**src/rtl/serial_add_pkg.sv**
```systemverilog
// rtl/serial_add_pkg.sv - shared constants and FSM state type for the serial adder
//
// Purpose : common definitions imported by serial_add_ctrl and full_adder4.
// Contents: NIBBLE_W (adder slice width), state_e (IDLE, RUN, DONE).

package serial_add_pkg;

   localparam int unsigned NIBBLE_W = 4;

   typedef enum logic [1:0] {
      IDLE = 2'd0,
      RUN  = 2'd1,
      DONE = 2'd2
   } state_e;

endpackage

```
**src/rtl/full_adder4.sv**
```systemverilog
// rtl/full_adder4.sv - combinational 4-bit adder slice with carry in/out
//
// Purpose : one nibble of addition, shared by the serial controller.
// Ports   :
//   a  [3:0] in   addend nibble
//   b  [3:0] in   addend nibble
//   c        in   carry in
//   so [3:0] out  sum nibble
//   co       out  carry out

module full_adder4
   import serial_add_pkg::*;
(
   input  logic [NIBBLE_W-1:0] a,
   input  logic [NIBBLE_W-1:0] b,
   input  logic                c,
   output logic [NIBBLE_W-1:0] so,
   output logic                co
);

   assign {co, so} = {1'b0, a} + {1'b0, b} + {{NIBBLE_W{1'b0}}, c};

endmodule

```
**src/rtl/serial_add_ctrl.sv**
```systemverilog
// rtl/serial_add_ctrl.sv - nibble-serial wide adder controller with valid/ready handshakes
//
// Purpose : adds two W-bit operands (W = 4*NIBBLES) one nibble per clock through a
//           single full_adder4 instance, holding the inter-nibble carry in a register.
// Option  : SERIAL_ADD_OVF_EN adds the registered signed-overflow output ovf.
// Ports   :
//   clk            in   clock, rising edge
//   rst            in   synchronous active-high reset
//   in_valid       in   request valid
//   in_ready       out  request accepted (IDLE only)
//   a, b     [W-1] in   operands, sampled at the input handshake
//   cin            in   initial carry, sampled at the input handshake
//   out_valid      out  result valid (DONE)
//   out_ready      in   consumer accepts result
//   sum      [W-1] out  a+b+cin mod 2^W
//   cout           out  carry out of the top nibble
//   ovf            out  signed overflow (SERIAL_ADD_OVF_EN only)

module serial_add_ctrl
   import serial_add_pkg::*;
#(
   parameter int unsigned NIBBLES = 4
) (
   input  logic                        clk,
   input  logic                        rst,
   input  logic                        in_valid,
   output logic                        in_ready,
   input  logic [NIBBLE_W*NIBBLES-1:0] a,
   input  logic [NIBBLE_W*NIBBLES-1:0] b,
   input  logic                        cin,
   output logic                        out_valid,
   input  logic                        out_ready,
   output logic [NIBBLE_W*NIBBLES-1:0] sum,
   output logic                        cout
`ifdef SERIAL_ADD_OVF_EN
   ,
   output logic                        ovf
`endif
);

   localparam int unsigned W     = NIBBLE_W * NIBBLES;
   localparam int unsigned IDX_W = (NIBBLES > 1) ? $clog2(NIBBLES) : 1;
   localparam logic [IDX_W-1:0] IDX_LAST = IDX_W'(NIBBLES - 1);

   state_e              state_q, state_d;
   logic [W-1:0]        a_q, a_d;
   logic [W-1:0]        b_q, b_d;
   logic [W-1:0]        sum_q, sum_d;
   logic                carry_q, carry_d;
   logic [IDX_W-1:0]    idx_q, idx_d;
`ifdef SERIAL_ADD_OVF_EN
   logic                ovf_q, ovf_d;
`endif

   logic [NIBBLE_W-1:0] fa_a, fa_b, fa_so;
   logic                fa_co;

   // Select nibble[idx] of each latched operand for the shared adder.
   always_comb begin
      fa_a = '0;
      fa_b = '0;
      for (int i = 0; i < int'(NIBBLES); i++) begin
         if (idx_q == IDX_W'(i)) begin
            fa_a = a_q[i*NIBBLE_W +: NIBBLE_W];
            fa_b = b_q[i*NIBBLE_W +: NIBBLE_W];
         end
      end
   end

   full_adder4 u_fa (
      .a  (fa_a),
      .b  (fa_b),
      .c  (carry_q),
      .so (fa_so),
      .co (fa_co)
   );

   always_comb begin
      state_d   = state_q;
      a_d       = a_q;
      b_d       = b_q;
      sum_d     = sum_q;
      carry_d   = carry_q;
      idx_d     = idx_q;
`ifdef SERIAL_ADD_OVF_EN
      ovf_d     = ovf_q;
`endif
      in_ready  = 1'b0;
      out_valid = 1'b0;

      case (state_q)
         IDLE: begin
            in_ready = 1'b1;
            if (in_valid) begin
               a_d     = a;
               b_d     = b;
               carry_d = cin;
               idx_d   = '0;
               sum_d   = '0;
`ifdef SERIAL_ADD_OVF_EN
               ovf_d   = 1'b0;
`endif
               state_d = RUN;
            end
         end

         RUN: begin
            for (int i = 0; i < int'(NIBBLES); i++) begin
               if (idx_q == IDX_W'(i)) begin
                  sum_d[i*NIBBLE_W +: NIBBLE_W] = fa_so;
               end
            end
            carry_d = fa_co;
            if (idx_q == IDX_LAST) begin
               // Index stops at the last nibble instead of wrapping.
               state_d = DONE;
`ifdef SERIAL_ADD_OVF_EN
               // Top nibble is being written this cycle, so its MSB comes from the adder.
               ovf_d = (a_q[W-1] == b_q[W-1]) && (fa_so[NIBBLE_W-1] != a_q[W-1]);
`endif
            end else begin
               idx_d = idx_q + 1'b1;
            end
         end

         DONE: begin
            out_valid = 1'b1;
            if (out_ready) begin
               state_d = IDLE;
            end
         end

         default: state_d = IDLE;
      endcase
   end

   always_ff @(posedge clk) begin
      if (rst) begin
         state_q <= IDLE;
         a_q     <= '0;
         b_q     <= '0;
         sum_q   <= '0;
         carry_q <= 1'b0;
         idx_q   <= '0;
`ifdef SERIAL_ADD_OVF_EN
         ovf_q   <= 1'b0;
`endif
      end else begin
         state_q <= state_d;
         a_q     <= a_d;
         b_q     <= b_d;
         sum_q   <= sum_d;
         carry_q <= carry_d;
         idx_q   <= idx_d;
`ifdef SERIAL_ADD_OVF_EN
         ovf_q   <= ovf_d;
`endif
      end
   end

   assign sum  = sum_q;
   assign cout = carry_q;
`ifdef SERIAL_ADD_OVF_EN
   assign ovf  = ovf_q;
`endif

endmodule

```
**config.mk**
```make
export PLATFORM = sky130hd
export DESIGN_NAME = serial_add_ctrl
export DESIGN_NICKNAME = d
export VERILOG_FILES = /design/src/rtl/serial_add_pkg.sv /design/src/rtl/full_adder4.sv /design/src/rtl/serial_add_ctrl.sv
export SDC_FILE = /design/constraint.sdc
export NUM_CORES = 1
export LEC_CHECK = 0
export CAP_MARGIN = 20
export CORE_ASPECT_RATIO = 1.5
export CORE_UTILIZATION = 30
export DETAILED_ROUTE_END_ITERATION = 6
export SLEW_MARGIN = 20
export SYNTH_ARGS = -nofsm -noshare
export SYNTH_HDL_FRONTEND = slang
export SYNTH_SLANG_ARGS = --single-unit
```
**constraint.sdc**
```tcl
create_clock -name clk -period 3.46 [get_ports clk]
set_input_delay 0.692 -clock clk [delete_from_list [all_inputs] [get_ports clk]]
set_output_delay 0.692 -clock clk [all_outputs]
set_load 0.05 [all_outputs]
```
=== Yosys cells after proc, flatten, opt, wreduce, memory -nomap -nowiden ===
Index checks and enable logic that the tools add are counted.

* Add/subtract/negate cells: 3
* Multiply operators: 0
* Divide/modulo/power cells: 0
* Order comparisons: 0
* Eq/ne operators: 12
* Shift operators: 0
* Muxes and demuxes: 25
* Bitwise gates (word level): 0
* Reduce and logical (&&, ||, !) cells: 11

{| class="wikitable"
|+ Operators with widths
! kind !! number
|-
| two-way mux 4 bit || 12
|-
| case mux 16 bit (2 select lines) || 1
|-
| AND reduction 3 bit || 6
|-
| two-way mux 16 bit || 1
|-
| inequality test 2 bit, second input constant || 7
|-
| two-way mux 2 bit || 5
|-
| == test 2 bit, second input constant || 3
|-
| case mux 2 bit (3 select lines) || 1
|-
| adder 4 x 4 -> 5 bit || 1
|-
| adder 5 x 1 -> 5 bit || 1
|-
| == test 2 x 1 -> 1 bit, second input constant || 2
|-
| logical NOT 2 bit || 2
|-
| case mux 2 bit (2 select lines) || 1
|-
| AND reduction 2 bit || 2
|-
| two-way mux 1 bit || 3
|-
| adder 2 x 1 -> 2 bit, second input constant || 1
|-
| case mux 1 bit (2 select lines) || 1
|-
| nonzero test 2 bit || 1
|}

* Bits in registers: 53
* Latch bits: 0
* Memory bits (writable): 0
* Memory bits (read-only): 0
* Bits of input ports: 37
* Output and inout bits: 19
* Memories: 0

=== Logic depth before layout (Yosys ltp) ===
Gate-level depths: netlist of run 1.

* Word-level depth: 9
* Mapped depth: 13

=== Modules after synthesis ===
A second synthesis of run 1 with hierarchy kept.

* Cell total of the unflattened synthesis: 274
* Area, all modules: 2521.2 um2

{| class="wikitable"
|+ By module, submodules not included
! module !! instances !! cells an instance !! area each (um2) !! seq. area each (um2)
|-
| serial_add_ctrl || 1 || 258 || 2377.3 || 1061.0
|-
| full_adder4 || 1 || 16 || 143.9 || 0.0
|}

=== Worst setup path after synthesis of run 1 ===
No wires, ideal clock.

* Path kind: register -> register
* From: register idx_q[0]
* To: register sum_q[10] (netlist: sum[10])
* Library setup time: 65 ps
* Data arrival time: 2634 ps
* Required time: 3395 ps
* Path slack: 760 ps
* Cell stages (with the launch flop): 11
* Path buffers: 2
* Clock period less this slack: 2700 ps
* Cells stage by stage: dfxtp_1 > ha_1 > clkbuf_1 > clkbuf_1 > a22oi_1 > fa_1 > fa_1 > nor2b_1 > nor3_1 > mux2i_1 > nor2_1

* Longest elaborated chain between the ends: 9
* Elaborated cells between the ends (all ways): 18

{| class="wikitable"
|+ RTL lines
! item !! line !! source
|-
| from (decl) || serial_add_ctrl.sv:50 || <nowiki>logic [IDX_W-1:0] idx_q, idx_d;</nowiki>
|-
| from (signal assigned) || serial_add_ctrl.sv:154 || <nowiki>idx_q <= idx_d;</nowiki>
|-
| logical NOT 2 bit || serial_add_ctrl.sv:63 || <nowiki>if (idx_q == IDX_W'(i)) begin</nowiki>
|-
| two-way mux 4 bit (4 in series) || serial_add_ctrl.sv:63 ||
|-
| adder 4 x 4 -> 5 bit || full_adder4.sv:21 || <nowiki>assign {co, so} = {1'b0, a} + {1'b0, b} + {{NIBBLE_W{1'b0}}, c};</nowiki>
|-
| adder 5 x 1 -> 5 bit || full_adder4.sv:21 ||
|-
| two-way mux 4 bit || serial_add_ctrl.sv:109 || <nowiki>if (idx_q == IDX_W'(i)) begin</nowiki>
|-
| case mux 16 bit (2 select lines) || serial_add_ctrl.sv:91 || <nowiki>case (state_q)</nowiki>
|-
| to (signal assigned) || serial_add_ctrl.sv:152 || <nowiki>sum_q <= sum_d;</nowiki>
|-
| to (decl) || serial_add_ctrl.sv:48 || <nowiki>logic [W-1:0] sum_q, sum_d;</nowiki>
|}

Several ways; a longest one is shown, not always the timed one. The select of a mux whose other input is x is not followed.
A chain may end at the register's enable or synchronous reset.

=== Worst setup path after layout of run 1 ===
* From: register idx_q[0]
* To: register sum_q[14] (netlist: sum[14])

Same word-level chain as after synthesis.

==> impl_results.md, run 1 <==
- Ordered cell list for the critical path: ha_1 > a21oi_1 > o21ai_0 > a22oi_1 > fa_1 > fa_1 > nor2b_1 > nor3_1 > mux2i_1 > nor2_1
- Ratio of cells with drive above 1 in the final layout: 4.789%
- Synth cell count leaders: sky130_fd_sc_hd__nand2_1, sky130_fd_sc_hd__dfxtp_1, sky130_fd_sc_hd__a21oi_1, sky130_fd_sc_hd__nor2_1, sky130_fd_sc_hd__inv_1
- Hold Worst Slack: 0.4639 ns
- Period utilization: 83.92%
- Largest net degree at the start of global routing: 40
- Number of setup violations in the final report: 0
- Overall fraction of global-route tracks in use: 15.13%
- DR pass1 iterations: 4
- Top Family by Delay on Critical Path: adder cells
- Vias per cell: 4.696
- Leakage power summed over all cells: 1.169 nW
- Number of clock buffers inserted by TritonCTS: 5
- HPWL after detailed placement: 4.450 mm
- Die boundary height: 112.6 microns
- Max-cap violations: 0
- Worst ir drop on vdd: 0.2082 mV
- Setup TNS: 0 ns
- Total via count in the routed design: 2160
- Die Wd: 75.75 microns
- Global-route wire length before repair: 9.825 mm
- CP startpoint kind: flop
- Count of buffering cells on the critical path with inverters included: 0
- IO Pins: 56
- Most repeated cell in the gate-level netlist after synthesis: sky130_fd_sc_hd__nand2_1
- Number of violations reported at the end of detailed-routing iteration 0: 166
- RSZ-0062 raised after global routing: no
- Post-Route WL: 6.076 mm
- Maximum clock path buffer count: 2
- Initial antenna violation count: 0
- TritonCTS clock tree: yes
- Maximum achievable frequency: 344.4 MHz
- Worst Path Required: 3.69 ns
- P&R area growth vs syn: 31.54%
- H-Tree Depth: 2
- Worst slew pin tran: 0.6900 ns
- Max Slew Vio Count: 0
- Ranking of synthesized cells by area: sky130_fd_sc_hd__dfxtp_1, sky130_fd_sc_hd__nand2_1, sky130_fd_sc_hd__a21oi_1
- Syn Area/Cell: 7.869 sq um
- Synthesis Warnings: 0
- Layout Nets: 400
- Tightest Hold Check Type: flop to flop
- Fill count: 805
- Clock-pin transition on the worst setup and hold timing paths: 0.07 ns
- Final critical delay including setup and external delays: 2.904 ns
- Starting Density: 30.75%
- Number of endpoints with negative hold slack in the final report: 0
- CTS Sinks: 53
- Number of buffer cells added on primary ports: 55
- Synthesized netlist net count: 357
- Count of flip-flops with a built-in enable after synthesis: 0
- Number of placement rows: 40
- Worst Setup End Kind: flop
- Distinct cell type count after synthesis: 26
- Antenna viol nets, final: 0
- Kind of critical path: flop to flop
- Place WS: 0.5598 ns
- Area of the die: 8530 sq um
- Max incr delay on CP: 0.52 ns
- Post-CTS setup repair buffer count: 0
- GPL Wtd Cong: 0.8240
- Max FO, Critical Path: 18
- WL per Instance: 13.21 microns
- Antenna fix cells: 0
- Cell accounting for the most synthesized area: sky130_fd_sc_hd__dfxtp_1
- Proportion of synthesized flip-flops having asynchronous set or reset: 0%
- Total power density per cell area: 466.5 nW/um^2
- Insertion delay of the later-clocked pin in the worst-skew pair: 0.29 ns
- Number of storage elements in the synthesis netlist: 53
- Area of all placed cells without fillers: 3219 sq um
- Post-CTS sizing: 0
- Maximum clock skew at final layout: 0.005260 ns
- CTS Hold Buffers Added: 0
- Number of global-route vias before repair: 2113
- Netlist Area Pre-Place: 2447 sq um
- Area of the placeable core: 7958 sq um
- Fraction of synthesized cell area taken by the top area cell type: 43.35%
- Multi-input combinational cell area: 1237 sq um
- Result of the run: finished clean
- Standard cell with the maximum stage delay on the critical path: sky130_fd_sc_hd__ha_1
- Top flip-flop cell by instance count after synthesis: sky130_fd_sc_hd__dfxtp_1
- Clock root buffer: sky130_fd_sc_hd__clkbuf_16
- Sequential-to-total area share from yosys stat: 43.35%
- Arrival time reported for the critical path endpoint: 3.13 ns
- Most prevalent standard cell on the critical path: sky130_fd_sc_hd__fa_1
- Number of instances in the synthesized netlist: 311
- Overflow left after global routing: 0
- Area occupied by registers: 1061 sq um
- DRC violation count after routing: 0
- Placement-stage cell area: 3040 sq um
- Worst Slack Setup Final: 0.5565 ns
- Worst-case headroom to the max-slew limit: 54.00%
## cell families after synthesis
logic type | share of synthesized area, %
buf+inv | 6.186
compound gates | 18.00
fa+ha+maj | 5.215
mux | 4.908
simple gates | 21.98
xor+xnor | 0.3579
flops | 43.35
## flip-flops by register name, indices dropped and copies added (netlist names)
register / cells
a_q: 16
cout: 1
b_q: 16
sum: 16
state_q: 2
idx_q: 2
## cell type report
cell class                 count  share of cell area (%)
multi-input combinational    223                   38.44
sequential                    53                   32.96
timing repair buffer          57                   17.41
clock buffer                   6                   4.314
tap                          105                   4.081
inverter                      14                   1.632
clock inverter                 2                   1.166
## worst register-to-register path, delay by kind of cell (launching register included)
family / cells / cell delay, ns
mux: 1 / 0.14
simple gates: 3 / 0.57
fa+ha+maj: 3 / 1.37
flops: 1 / 0.41
compound gates: 3 / 0.35
## through the flow
stage	std cells	util, %	total power, W
2_1_floorplan	311	-	0.0008380
4_1_cts	460	40.42	0.001512
5_1_grt	460	40.46	0.001567
6_report	460	40.46	0.001502
3_3_place_gp	452	38.21	0.0009299
3_5_place_dp	452	38.21	0.0009334
## report_power, final
part | internal (W) | switching, W | total (W)
Combinational | 0.000109 | 0.000143 | 0.000252
Clock | 0.000361 | 0.000222 | 0.000583
Sequential | 0.000642 | 0.0000241 | 0.000666
## cells in the final DEF, fill, tap and decap left out, types with 5 or more instances in the layout
master	count
sky130_fd_sc_hd__o21ai_0	9
sky130_fd_sc_hd__inv_1	14
sky130_fd_sc_hd__mux2i_1	12
sky130_fd_sc_hd__dfxtp_1	53
sky130_fd_sc_hd__clkbuf_16	5
sky130_fd_sc_hd__a21oi_1	51
sky130_fd_sc_hd__nand2_1	81
sky130_fd_sc_hd__clkdlybuf4s50_1	54
sky130_fd_sc_hd__nand3b_1	8
sky130_fd_sc_hd__nor2_1	22
sky130_fd_sc_hd__ha_1	7
sky130_fd_sc_hd__o32ai_1	5
## metal layers
| layer | part of all wire (%) | global-route usage, % |
|---|---|---|
| met5 | 0 | 0 |
| met4 | 1.3 | 4.444 |
| met3 | 3.4 | 2.513 |
| met2 | 53 | 26.90 |
| met1 | 42 | 17.95 |
## path summary, 6_finish.rpt
check,to,slack (ns),from,depth (start not counted)
max,sum[14]$_SDFFE_PP0P_,0.56,idx_q[0]$_SDFFE_PP0P_,10
max reg2reg,sum[14]$_SDFFE_PP0P_,0.56,idx_q[0]$_SDFFE_PP0P_,10
min reg2reg,a_q[9]$_SDFFE_PP0P_,0.46,a_q[9]$_SDFFE_PP0P_,2
min,a_q[9]$_SDFFE_PP0P_,0.46,a_q[9]$_SDFFE_PP0P_,2
No activity file was read; power rests on OpenSTA's default activity.
==> inputs of run 2 (changes only) <==
clock period = 3 ns   (was 3.46 ns; I/O delays follow)
==> impl_results.md, run 2 (synthesized netlist as in run 1, its figures left out) <==
- Register-to-register path setup slack: 0.19 ns
- Number of clock buffers inserted by TritonCTS: 5
- Hold path startpoint: a_q[9]$_SDFFE_PP0P_
- CP startpoint kind: flop
- Worst Setup End Kind: flop
- Final total power: 0.001725 W
- Result of the run: finished clean
- Maximum achievable frequency: 355.7 MHz
- IO Pins: 56
- Antenna viol nets, final: 0
- CTS Sinks: 53
- DRC violation count after routing: 0
- DR pass1 iterations: 4
- Number of violations reported at the end of detailed-routing iteration 0: 176
- Die boundary height: 112.6 microns
- Maximum clock skew at final layout: 0.004376 ns
- Period utilization: 93.71%
- Commonest cells after routing, fill and taps aside: sky130_fd_sc_hd__nand2_1, sky130_fd_sc_hd__clkdlybuf4s50_1, sky130_fd_sc_hd__dfxtp_1, sky130_fd_sc_hd__a21oi_1, sky130_fd_sc_hd__nor2_1
- Clock-pin transition on the worst setup and hold timing paths: 0.06 ns
- Max-cap violations: 0
- Die Wd: 75.75 microns
- Worst Path Required: 3.19 ns
- Maximum clock path buffer count: 2
- Antenna fix cells: 0
- Number of buffer cells added on primary ports: 55
- Post-CTS setup repair buffer count: 0
- GPL Wtd Cong: 0.8156
- Setup TNS: 0 ns
- H-Tree Depth: 2
- Leakage power summed over all cells: 1.192 nW
- Vias per cell: 4.664
- Global-route wire length before repair: 10.09 mm
- Area of the placeable core: 7958 sq um
- Area of the die: 8530 sq um
- WL per Instance: 13.32 microns
- Post-Route WL: 6.180 mm
- TritonCTS clock tree: yes
- Max FO, Critical Path: 10
- CTS Hold Buffers Added: 0
- Kind of critical path: flop to flop
- Worst R2R End: cout$_SDFFE_PP0P_
- Max Slew Vio Count: 0
- HPWL after detailed placement: 4.570 mm
- Area of all placed cells without fillers: 3248 sq um
- Number of endpoints with negative hold slack in the final report: 0
- Clock root buffer: sky130_fd_sc_hd__clkbuf_16
- Fill count: 816
- Overflow left after global routing: 0
- Number of setup violations in the final report: 0
- Number of global-route vias before repair: 2177
- Most common cell after layout, fill and taps aside: sky130_fd_sc_hd__nand2_1
- Overall fraction of global-route tracks in use: 15.63%
- Ratio of cells with drive above 1 in the final layout: 5.571%
- Final critical delay including setup and external delays: 2.811 ns
- Min-Delay Path Depth: 2
- Insertion delay of the later-clocked pin in the worst-skew pair: 0.29 ns
- Largest net degree at the start of global routing: 40
- Total power density per cell area: 531.1 nW/um^2
- Initial antenna violation count: 0
- Layout Nets: 404
- Hold Path Sink: a_q[9]$_SDFFE_PP0P_
- RSZ-0062 raised after global routing: no
- Placement-stage cell area: 3070 sq um
- Worst ir drop on vdd: 0.2390 mV
- Starting Density: 30.75%
- Worst slew pin tran: 0.6665 ns
- Total via count in the routed design: 2164
- P&R area growth vs syn: 32.72%
- Arrival time reported for the critical path endpoint: 3.00 ns
- Worst-case headroom to the max-slew limit: 55.56%
- Tightest Hold Check Type: flop to flop
- Reg2reg start: idx_q[0]$_SDFFE_PP0P_
- Number of placement rows: 40
- Cell count of the worst reg-to-reg path: 11
-- run 2: changes by cell type in the layout (fill, tap and decap cells not counted), sizes merged --
cell,change
buf,+4
clkbuf,+1
clkinvlp,-1
-- run 2: worst max-delay path, cell delays in order, from the launching register on --
cell                       delay, ns
sky130_fd_sc_hd__dfxtp_1        0.35
sky130_fd_sc_hd__inv_1          0.09
sky130_fd_sc_hd__ha_1           0.38
sky130_fd_sc_hd__nand2_1        0.09
sky130_fd_sc_hd__o21ai_0        0.17
sky130_fd_sc_hd__a22oi_1        0.11
sky130_fd_sc_hd__fa_1           0.45
sky130_fd_sc_hd__fa_1           0.39
sky130_fd_sc_hd__nor2b_1        0.19
sky130_fd_sc_hd__o21a_1         0.16
sky130_fd_sc_hd__o32ai_1        0.09
sky130_fd_sc_hd__a211oi_1       0.24
-- run 2: how the worst max path moves through the flow --
stage	from	to	slack [ns]
after floorplan	idx_q[0]$_SDFFE_PP0P_	sum[10]$_SDFFE_PP0P_	0.30
after global placement	idx_q[0]$_SDFFE_PP0P_	sum[10]$_SDFFE_PP0P_	0.33
after detailed placement	idx_q[0]$_SDFFE_PP0P_	sum[2]$_SDFFE_PP0P_	0.18
after CTS	idx_q[0]$_SDFFE_PP0P_	sum[2]$_SDFFE_PP0P_	0.18
after global routing	idx_q[0]$_SDFFE_PP0P_	cout$_SDFFE_PP0P_	0.01
final	idx_q[0]$_SDFFE_PP0P_	cout$_SDFFE_PP0P_	0.19
-- run 2: what timing repair did --
item	in CTS	in global routing
hold endpoints to repair	0	0
resized for setup	0	1
setup endpoints to repair	0	4
-- run 2: report_power, final --
| group | switching [W] | total [W] | internal (W) |
|---|---|---|---|
| clock network | 0.000245 | 0.000662 | 0.000417 |
| logic | 0.000165 | 0.000294 | 0.000129 |
| registers | 0.0000278 | 0.000769 | 0.000741 |
| total | 0.000438 | 0.00173 | 0.00129 |
-- run 2: cell type report --
cell class	instances	area [sq um]	area share, %
inverter	14	52.55	1.618
sequential	53	1061	32.67
clock inverter	1	30.03	0.9245
multi-input combinational	223	1240	38.17
timing repair buffer	61	590.6	18.18
clock buffer	7	142.6	4.391
tap	105	131.4	4.045
-- run 2: layer usage --
layer / global-route usage (%) / up-vias / routed length [microns]
met5: 0 / - / 0
met4: 7.284 / 0 / 188
met3: 2.244 / 13 / 165
met2: 27.67 / 37 / 3199
met1: 17.67 / 994 / 2627
li1: - / 1120 / -
-- run 2: through the flow --
step	instances	hold slack, ns	setup slack, ns	util, %
floorplan	311	0.4363	0.3005	-
global placement	456	0.4484	0.3267	38.58
detailed placement	456	0.4478	0.1751	38.58
CTS	464	0.4567	0.1752	40.75
global route	464	0.4772	0.01014	40.82
finish	464	0.4574	0.1888	40.82
==> inputs of run 3 (changes only) <==
MAX_ROUTING_LAYER = met4   (was default)
==> impl_results.md, run 3 (synthesized netlist as in run 1, its figures left out) <==
- RSZ-0062 raised after global routing: no
- Arrival time reported for the critical path endpoint: 3.00 ns
- Maximum clock path buffer count: 2
- Die boundary height: 112.6 microns
- Number of setup violations in the final report: 0
- H-Tree Depth: 2
- Largest net degree at the start of global routing: 40
- IO Pins: 56
- Most common cell after layout, fill and taps aside: sky130_fd_sc_hd__nand2_1
- Placement-stage cell area: 3070 sq um
- Number of endpoints with negative hold slack in the final report: 0
- Die Wd: 75.75 microns
- Share of the core filled with cells in the final layout: 40.82%
- Clock root buffer: sky130_fd_sc_hd__clkbuf_16
- CTS Sinks: 53
- Number of placement rows: 40
- Antenna viol nets, final: 0
- Number of clock buffers inserted by TritonCTS: 5
- DR pass1 iterations: 4
- GPL Wtd Cong: 0.8278
- Final critical delay including setup and external delays: 2.811 ns
- Insertion delay of the later-clocked pin in the worst-skew pair: 0.29 ns
- Ratio of cells with drive above 1 in the final layout: 5.571%
- DRC violation count after routing: 0
- Post-Route WL: 6.186 mm
- Clock-pin transition on the worst setup and hold timing paths: 0.06 ns
- Period utilization: 93.69%
- Commonest cells after routing, fill and taps aside: sky130_fd_sc_hd__nand2_1, sky130_fd_sc_hd__clkdlybuf4s50_1, sky130_fd_sc_hd__dfxtp_1, sky130_fd_sc_hd__a21oi_1, sky130_fd_sc_hd__nor2_1
- Antenna fix cells: 0
- Hold Worst Slack: 0.4568 ns
- Initial antenna violation count: 0
- Number of global-route vias before repair: 2177
- Overflow left after global routing: 0
- Place WS: 0.1751 ns
- Maximum clock skew at final layout: 0.004721 ns
- Worst Setup End Kind: flop
- Overall fraction of global-route tracks in use: 16.07%
- Total via count in the routed design: 2176
- Tightest Hold Check Type: flop to flop
- Worst Slack Setup Final: 0.1892 ns
- CP startpoint kind: flop
- P&R area growth vs syn: 32.72%
- HPWL after detailed placement: 4.570 mm
- Vias per cell: 4.690
- Starting Density: 30.75%
- Worst Path Required: 3.19 ns
- Worst slew pin tran: 0.6624 ns
- Max Slew Vio Count: 0
- Layout Nets: 404
- Global-route wire length before repair: 10.09 mm
- Register-to-register path setup slack: 0.19 ns
- Number of violations reported at the end of detailed-routing iteration 0: 176
- Area of the placeable core: 7958 sq um
- Number of buffer cells added on primary ports: 55
- Leakage power summed over all cells: 1.192 nW
- Worst-case headroom to the max-slew limit: 55.84%
- Result of the run: finished clean
- Kind of critical path: flop to flop
- Max FO, Critical Path: 10
- Maximum achievable frequency: 355.8 MHz
- CTS Hold Buffers Added: 0
- Worst ir drop on vdd: 0.2396 mV
- TritonCTS clock tree: yes
- Area of the die: 8530 sq um
- WL per Instance: 13.33 microns
- Total power density per cell area: 531.6 nW/um^2
- Max-cap violations: 0
- Area of all placed cells without fillers: 3248 sq um
- Setup TNS: 0 ns
[run 3: path summary, 6_finish.rpt]
| kind | cells past startpoint | end | startpoint |
|---|---|---|---|
| max | 11 | cout$_SDFFE_PP0P_ | idx_q[0]$_SDFFE_PP0P_ |
| min | 2 | a_q[9]$_SDFFE_PP0P_ | a_q[9]$_SDFFE_PP0P_ |
| max reg2reg | 11 | cout$_SDFFE_PP0P_ | idx_q[0]$_SDFFE_PP0P_ |
| min reg2reg | 2 | a_q[9]$_SDFFE_PP0P_ | a_q[9]$_SDFFE_PP0P_ |
[run 3: layer usage]
| layer | vias to the layer above | global-route usage (%) | routed length [microns] |
|---|---|---|---|
| li1 | 1121 | - | - |
| met1 | 996 | 17.67 | 2612 |
| met2 | 45 | 27.67 | 3198 |
| met3 | 14 | 2.244 | 195 |
| met4 | 0 | 7.284 | 179 |
| met5 | - | - | 0 |
[run 3: through the flow]
stage | total power (W) | cells
2_1_floorplan | 0.0009665 | 311
3_3_place_gp | 0.001076 | 456
3_5_place_dp | 0.001079 | 456
4_1_cts | 0.001744 | 464
5_1_grt | 0.001793 | 464
6_report | 0.001727 | 464
[run 3: repair_timing]
item / in CTS / in global routing
gates resized for setup: 0 / 1
setup buffers: 0 / 0
setup endpoints to repair: 0 / 4
[run 3: critical path, cell delays in order (launching register included)]
cell	delay, ns
sky130_fd_sc_hd__dfxtp_1	0.35
sky130_fd_sc_hd__inv_1	0.09
sky130_fd_sc_hd__ha_1	0.38
sky130_fd_sc_hd__nand2_1	0.09
sky130_fd_sc_hd__o21ai_0	0.17
sky130_fd_sc_hd__a22oi_1	0.11
sky130_fd_sc_hd__fa_1	0.45
sky130_fd_sc_hd__fa_1	0.39
sky130_fd_sc_hd__nor2b_1	0.19
sky130_fd_sc_hd__o21a_1	0.15
sky130_fd_sc_hd__o32ai_1	0.08
sky130_fd_sc_hd__a211oi_1	0.24
[run 3: report_power, final]
part | switching, W | total [W] | internal (W) | leakage (nW)
Combinational | 0.000165 | 0.000294 | 0.000129 | 0.675
Sequential | 0.0000279 | 0.000769 | 0.000741 | 0.433
Clock | 0.000247 | 0.000664 | 0.000417 | 0.0841
[run 3: final cells by class]
type / instances / area, sq um
clock buffer: 7 / 142.6
sequential: 53 / 1061
multi-input combinational: 223 / 1240
inverter: 14 / 52.55
timing repair buffer: 61 / 590.6
fill: 816 / 4710
clock inverter: 1 / 30.03
tap: 105 / 131.4
